--- config.mk ---
export PLATFORM = sky130hd
export DESIGN_NAME = move_scheduler_flat
export DESIGN_NICKNAME = d
export VERILOG_FILES = /design/src/rtl/move_scheduler_if.sv /design/src/rtl/move_scheduler.sv /design/src/flat_wrapper.sv
export SDC_FILE = /design/constraint.sdc
export NUM_CORES = 1
export LEC_CHECK = 0
export ABC_CLOCK_PERIOD_IN_PS = 1520
export CAP_MARGIN = 20
export CORE_ASPECT_RATIO = 0.6
export CORE_MARGIN = 1.5
export CORE_UTILIZATION = 43
export DETAILED_ROUTE_END_ITERATION = 8
export PLACE_DENSITY_LB_ADDON = 0.12
export RECOVER_POWER = 100
export SLEW_MARGIN = 20
export SYNTH_ARGS = -nofsm -noshare
export SYNTH_HDL_FRONTEND = slang
export SYNTH_SLANG_ARGS = --single-unit
--- constraint.sdc ---
create_clock -name Clk -period 1.52 [get_ports Clk]
set_clock_uncertainty 0.05 [all_clocks]
set_input_delay 0.152 -clock Clk [delete_from_list [all_inputs] [get_ports Clk]]
set_output_delay 0.152 -clock Clk [all_outputs]
set_load 0.01 [all_outputs]
--- src/rtl/move_scheduler_if.sv ---
// Command / result / lock handshake between the move scheduler and the piece engine.
interface move_scheduler_if;
  logic       cmd_valid;
  logic [2:0] cmd;
  logic       cmd_ready;
  logic       result_valid;
  logic       result_blocked;
  logic       lock_req;
  logic       lock_done;

  modport master (
    output cmd_valid, cmd, lock_req,
    input  cmd_ready, result_valid, result_blocked, lock_done
  );

  modport slave (
    input  cmd_valid, cmd, lock_req,
    output cmd_ready, result_valid, result_blocked, lock_done
  );
endinterface

--- src/rtl/move_scheduler.sv ---
// Arbitrates key, soft-drop and gravity motion requests and issues one piece-engine
// command at a time, sequencing the lock handshake when a downward move is blocked.
//
// state | meaning
// IDLE  | choose highest-priority pending request, latch it as cmd
// ISSUE | cmd_valid high, cmd stable until cmd_ready
// WAIT  | waiting for result_valid from the engine
// LOCK  | lock_req on entry cycle, then waiting for lock_done
module move_scheduler #(
  parameter int GRAV_TICKS = 30,
  parameter int SOFT_TICKS = 3
) (
  input  logic              Clk,
  input  logic              Reset_n,
  input  logic [3:0]        keypress,
  input  logic              frame_tick,
  input  logic              game_over,
  move_scheduler_if.master  eng,
  output logic              busy
);

  localparam logic [2:0] CMD_NONE   = 3'd0;
  localparam logic [2:0] CMD_ROTATE = 3'd1;
  localparam logic [2:0] CMD_LEFT   = 3'd2;
  localparam logic [2:0] CMD_RIGHT  = 3'd3;
  localparam logic [2:0] CMD_DOWN   = 3'd4;
  localparam logic [2:0] CMD_NEW    = 3'd5;

  localparam logic [5:0] GRAV_LAST = 6'(GRAV_TICKS - 1);
  localparam logic [5:0] SOFT_LAST = 6'(SOFT_TICKS - 1);

  typedef enum logic [1:0] {S_IDLE, S_ISSUE, S_WAIT, S_LOCK} state_t;

  state_t     state, state_n;
  logic [2:0] cmd_q;
  logic       lock_first;
  logic [2:0] key_pend, key_n;
  logic       grav_pend, gp_n, soft_pend, sp_n;
  logic [5:0] grav_cnt, gc_n, soft_cnt, sc_n;
  logic       prev_s;
  logic [2:0] sel_cmd;
  logic       latch, latch_key, latch_down, latch_ng, lock_exit, s_now;

  // Only NEW_GAME may be served once the board has topped out.
  always_comb begin
    sel_cmd = CMD_NONE;
    if (key_pend == 3'd5)                sel_cmd = CMD_NEW;
    else if (!game_over) begin
      if (key_pend == 3'd1)              sel_cmd = CMD_ROTATE;
      else if (key_pend == 3'd2)         sel_cmd = CMD_LEFT;
      else if (key_pend == 3'd4)         sel_cmd = CMD_RIGHT;
      else if (soft_pend || grav_pend)   sel_cmd = CMD_DOWN;
    end
  end

  assign latch      = (state == S_IDLE) && (sel_cmd != CMD_NONE);
  assign latch_down = latch && (sel_cmd == CMD_DOWN);
  assign latch_key  = latch && (sel_cmd != CMD_DOWN);
  assign latch_ng   = latch && (sel_cmd == CMD_NEW);
  assign lock_exit  = (state == S_LOCK) && eng.lock_done;
  assign s_now      = (keypress == 4'd3);

  always_ff @(posedge Clk or negedge Reset_n) begin
    if (!Reset_n) begin
      state      <= S_IDLE;
      cmd_q      <= CMD_NONE;
      lock_first <= 1'b0;
    end else begin
      state      <= state_n;
      lock_first <= (state_n == S_LOCK) && (state != S_LOCK);
      if (latch) cmd_q <= sel_cmd;
    end
  end

  always_comb begin
    state_n = state;
    case (state)
      S_IDLE:  if (latch) state_n = S_ISSUE;
      S_ISSUE: if (eng.cmd_ready) state_n = (cmd_q == CMD_NEW) ? S_IDLE : S_WAIT;
      S_WAIT:  if (eng.result_valid)
                 state_n = (cmd_q == CMD_DOWN && eng.result_blocked) ? S_LOCK : S_IDLE;
      S_LOCK:  if (eng.lock_done) state_n = S_IDLE;
      default: state_n = S_IDLE;
    endcase
  end

  always_comb begin
    eng.cmd_valid = (state == S_ISSUE);
    eng.cmd       = (state == S_ISSUE) ? cmd_q : CMD_NONE;
    eng.lock_req  = (state == S_LOCK) && lock_first;
    busy          = (state != S_IDLE);
  end

  // Pending sources: a request arriving in the latch cycle survives the clear.
  always_comb begin
    key_n = key_pend;
    if (latch_key) key_n = 3'd0;
    case (keypress)
      4'd1, 4'd2, 4'd4: if (key_n != 3'd5) key_n = keypress[2:0];
      4'd5:             key_n = 3'd5;
      default:          ;
    endcase
    if (game_over && key_n != 3'd5) key_n = 3'd0;

    gp_n = grav_pend;
    gc_n = grav_cnt;
    if (latch_down || latch_ng) gp_n = 1'b0;
    if (latch_ng) gc_n = 6'd0;
    else if (!game_over && frame_tick) begin
      if (grav_cnt == GRAV_LAST) begin
        gc_n = 6'd0;
        gp_n = 1'b1;
      end else begin
        gc_n = grav_cnt + 6'd1;
      end
    end
    if (lock_exit || game_over) gp_n = 1'b0;

    sp_n = soft_pend;
    sc_n = soft_cnt;
    if (latch_down || latch_ng) sp_n = 1'b0;
    if (latch_ng) sc_n = 6'd0;
    if (!s_now) sc_n = 6'd0;
    else if (!prev_s) begin
      sp_n = 1'b1;
      sc_n = 6'd0;
    end else if (frame_tick && !latch_ng) begin
      if (soft_cnt == SOFT_LAST) begin
        sc_n = 6'd0;
        sp_n = 1'b1;
      end else begin
        sc_n = soft_cnt + 6'd1;
      end
    end
    if (lock_exit || game_over) sp_n = 1'b0;
  end

  always_ff @(posedge Clk or negedge Reset_n) begin
    if (!Reset_n) begin
      key_pend  <= 3'd0;
      grav_pend <= 1'b0;
      soft_pend <= 1'b0;
      grav_cnt  <= 6'd0;
      soft_cnt  <= 6'd0;
      prev_s    <= 1'b0;
    end else begin
      key_pend  <= key_n;
      grav_pend <= gp_n;
      soft_pend <= sp_n;
      grav_cnt  <= gc_n;
      soft_cnt  <= sc_n;
      prev_s    <= s_now;
    end
  end

endmodule
--- src/flat_wrapper.sv ---
// flat-port wrapper written by rule: the top's interface ports become plain ports
module move_scheduler_flat 
#(
  parameter int GRAV_TICKS = 30,
  parameter int SOFT_TICKS = 3
)
  (Clk, Reset_n, keypress, frame_tick, game_over, busy, eng_cmd_valid, eng_cmd, eng_lock_req, eng_cmd_ready, eng_result_valid, eng_result_blocked, eng_lock_done);
  move_scheduler_if eng_i ();
  input  logic Clk;
  input  logic Reset_n;
  input  logic [3:0] keypress;
  input  logic frame_tick;
  input  logic game_over;
  output logic busy;
  output wire logic [$bits(eng_i.cmd_valid)-1:0] eng_cmd_valid;
  output wire logic [$bits(eng_i.cmd)-1:0] eng_cmd;
  output wire logic [$bits(eng_i.lock_req)-1:0] eng_lock_req;
  input wire logic [$bits(eng_i.cmd_ready)-1:0] eng_cmd_ready;
  input wire logic [$bits(eng_i.result_valid)-1:0] eng_result_valid;
  input wire logic [$bits(eng_i.result_blocked)-1:0] eng_result_blocked;
  input wire logic [$bits(eng_i.lock_done)-1:0] eng_lock_done;
  assign eng_cmd_valid = eng_i.cmd_valid;
  assign eng_cmd = eng_i.cmd;
  assign eng_lock_req = eng_i.lock_req;
  assign eng_i.cmd_ready = eng_cmd_ready;
  assign eng_i.result_valid = eng_result_valid;
  assign eng_i.result_blocked = eng_result_blocked;
  assign eng_i.lock_done = eng_lock_done;
  move_scheduler #(.GRAV_TICKS(GRAV_TICKS), .SOFT_TICKS(SOFT_TICKS)) u_core (.Clk(Clk), .Reset_n(Reset_n), .keypress(keypress), .frame_tick(frame_tick), .game_over(game_over), .eng(eng_i), .busy(busy));
endmodule
==> metrics <==
DR iter-0 viols=96; Max Slew Vio Count=0; Clk Latency, worst-skew pair=280 ps; Async S/R FF share, synth=100%; DRC=0; prevailing post-synth register cell=dfrtp_1; clock slew at reported path FFs=100 ps; CP Class=reg2reg; layout cell share with drive strength beyond 1=38.0%; Cells after Synth=175; # IOs=18; syn nets=191; Final nets=254; Post-DP Area=2060 sq um; YS warnings=0; num rows=16; global-route wire length before repair=7.20 mm; reg2reg path depth=6; worst setup margin=-144 ps; Final setup viols=9; gr ovfl total=0; Final ANT Viol Nets=0; Worst Setup Start Kind=register; Worst EP required=1620 ps; GRT Util Overall=23.8%; # fillers=277; Post-DP HPWL=3.19 mm; vias in the first global route=1525; Synth Area in XOR/XNOR=2.20%; core area=3400 sq um; minimum clock period=1660 ps; RSZ-0062 raised after global routing=yes; clock sink count=24; RR Endpoint=u_core.key_pend[0]; final worst path period share=109%; RR Startpoint=u_core.state[0]; Max Clock Freq=601 MHz; largest net degree at the start of global routing=25; die area=4090 sq um; die width=81.5 microns; # diodes=0; mux cell area share after synthesis=3.85%; syn avg cell area=9.09 sq um; TritonCTS clock tree=built; clock root buffer=clkbuf_8; total of max-cap violations=0; Starting Density=46.8%; CTS Hold Bufs=0; Netlist cell types=58; worst-margin pin slew=620 ps; Area Growth Syn to Fin=41.6%; outcome=finished with violations; Post-Synth Simple-Gate Area=26.7%; Hold/Removal Path Class=in2async; Die Y=50.1 microns; CP Capture Type=register; DRT Pass-1 Iters=4; combinational family with the most area after synthesis=simple AND/OR/NAND/NOR gates; DR WL/cell=15.9 microns; WP data arrival=1770 ps; routability cong.=0.991; flops & latches, synth=24; Port-buffer cells=17; fin cells=282; Hold WS=364 ps; R2R Setup Slk=-140 ps; VDD IR max=0.698 mV; Hold Vio Cnt, Final=0; initial antenna violation count=0; Mapped Area=1590 sq um; WL final=4.50 mm; Adder-Cell Fraction of Synth Area=3.14%; via count=1576; failing checks=negative setup slack; Max clock buf depth=2; max_slew headroom=58.7%; CP max FO=3; placed cell count=270; FF+latch area=604 sq um; Lkg Pwr=1.02 nW; multi-input combinational cell area=958 sq um; vias per inst=5.59; compound-cell area share of the yosys netlist=20.0%; Final Instance Area=2250 sq um; register area share after synthesis=37.7%; Post-synth EDFFs=0; CTS buffer count=3; Setup TNS=-704 ps; # H-tree levels=1; pwr dens=1250 nW/um^2
## power breakdown
group | switching [W] | leakage [nW] | internal (W)
registers | 0.000127 | 0.317 | 0.000765
logic | 0.000640 | 0.664 | 0.000717
clock network | 0.000225 | 0.0357 | 0.000353
total | 0.000992 | 1.02 | 0.00183
## area by class of cell
cell class / count / area share (%)
clock inverters: 1 / 1.33
clock buffers: 3 / 1.83
inverters: 7 / 1.28
repair buffers: 67 / 23.7
flip-flops and latches: 24 / 26.8
well taps: 45 / 2.50
multi-input cells: 135 / 42.5
## through the flow
step / power (W) / util [%] / setup slack [ps]
2_1_floorplan: 0.00147 / - / 8.62
3_3_place_gp: 0.00196 / 60.6 / -191
6_report: 0.00283 / 66.2 / -144
4_1_cts: 0.00270 / 64.7 / -134
3_5_place_dp: 0.00201 / 60.6 / -229
5_1_grt: 0.00299 / 66.2 / -229
## worst max path at each step
stage | slack [ps] | from | cells past startpoint | to
floorplan | 9 | u_core.state[0] | 6 | u_core.key_pend[0]
global placement | -190 | keypress[0] | 6 | u_core.key_pend[2]
detailed placement | -230 | game_over | 6 | u_core.key_pend[0]
CTS | -130 | u_core.state[1] | 6 | u_core.key_pend[0]
global route | -230 | u_core.state[0] | 7 | u_core.key_pend[0]
finish | -140 | u_core.state[0] | 6 | u_core.key_pend[0]
## worst max-delay path: stages (launching register included)
cell and delay [ps]:
dfrtp_1 430, buf_6 130, or3_4 380, o21ai_2 210, o21ai_1 150, nand4_2 120, a21oi_1 70
## repair_timing
action                                 CTS  global route
setup endpoints to repair               12            19
endpoints found under the hold margin    0             0
resized for setup                       31            18
buffers inserted                         5             4
pin swaps                                4             3
## synthesized netlist by cell type (2+ instances only)
| master | instances | area share [%] |
|---|---|---|
| dfrtp_1 | 24 | 38 |
| nor2_1 | 16 | 3.8 |
| a21oi_1 | 15 | 4.7 |
| nand2_1 | 14 | 3.3 |
| nor3_1 | 7 | 2.2 |
| o21ai_1 | 7 | 2.2 |
| nand3_1 | 6 | 1.9 |
| inv_1 | 5 | 1.2 |
| mux2i_1 | 5 | 3.1 |
| o21ai_0 | 5 | 1.6 |
| and2_1 | 4 | 1.6 |
| buf_4 | 4 | 1.9 |
| ha_1 | 4 | 3.1 |
| nor2b_1 | 4 | 1.6 |
| buf_6 | 3 | 2.1 |
| nand2b_1 | 3 | 1.2 |
| nand4_1 | 3 | 1.2 |
| and3_1 | 2 | 0.79 |
| nand3b_1 | 2 | 0.94 |
| o211a_1 | 2 | 1.3 |
| xnor2_1 | 2 | 1.1 |
| xor2_1 | 2 | 1.1 |
## metal layers
layer	global-route usage [%]	vias up	part of all wire [%]
met2	37.5	57	47
met3	5.00	6	5.3
met4	8.05	0	1.2
li1	-	758	-
met5	0	-	0
met1	32.3	755	46
## state kept, by name (all words and copies together) (netlist names)
name,count
u_core.grav_cnt,6
u_core.soft_cnt,6
u_core.cmd_q,3
u_core.key_pend,3
u_core.state,2
u_core.grav_pend,1
u_core.lock_first,1
u_core.prev_s,1
u_core.soft_pend,1
## cell usage in the layout (no fill, tap or decap), drive strengths merged, types with 3 or more instances in the layout
cell type	synthesis	layout
nand3	7	7
inv	7	7
nand2b	3	3
and2	4	4
nand2	14	14
nor2b	4	4
clkdlybuf4s50	0	9
ha	4	4
dfrtp	24	24
nor2	17	17
nand4	4	4
a21oi	15	15
nor3	7	7
buf	8	53
mux2i	5	5
clkbuf	1	6
o21ai	13	13
## cell families (layout without fill, tap and decap cells)
logic type,count (synthesis),count (layout)
AO/OA/AOI/OAI,47,47
adder cells (fa/ha/maj),4,4
AND/OR/NAND/NOR,74,74
XOR/XNOR,4,4
multiplexers,6,6
flip-flops,24,24
buffers and inverters,16,78
Note: power is estimated with default switching activity, not from simulation.
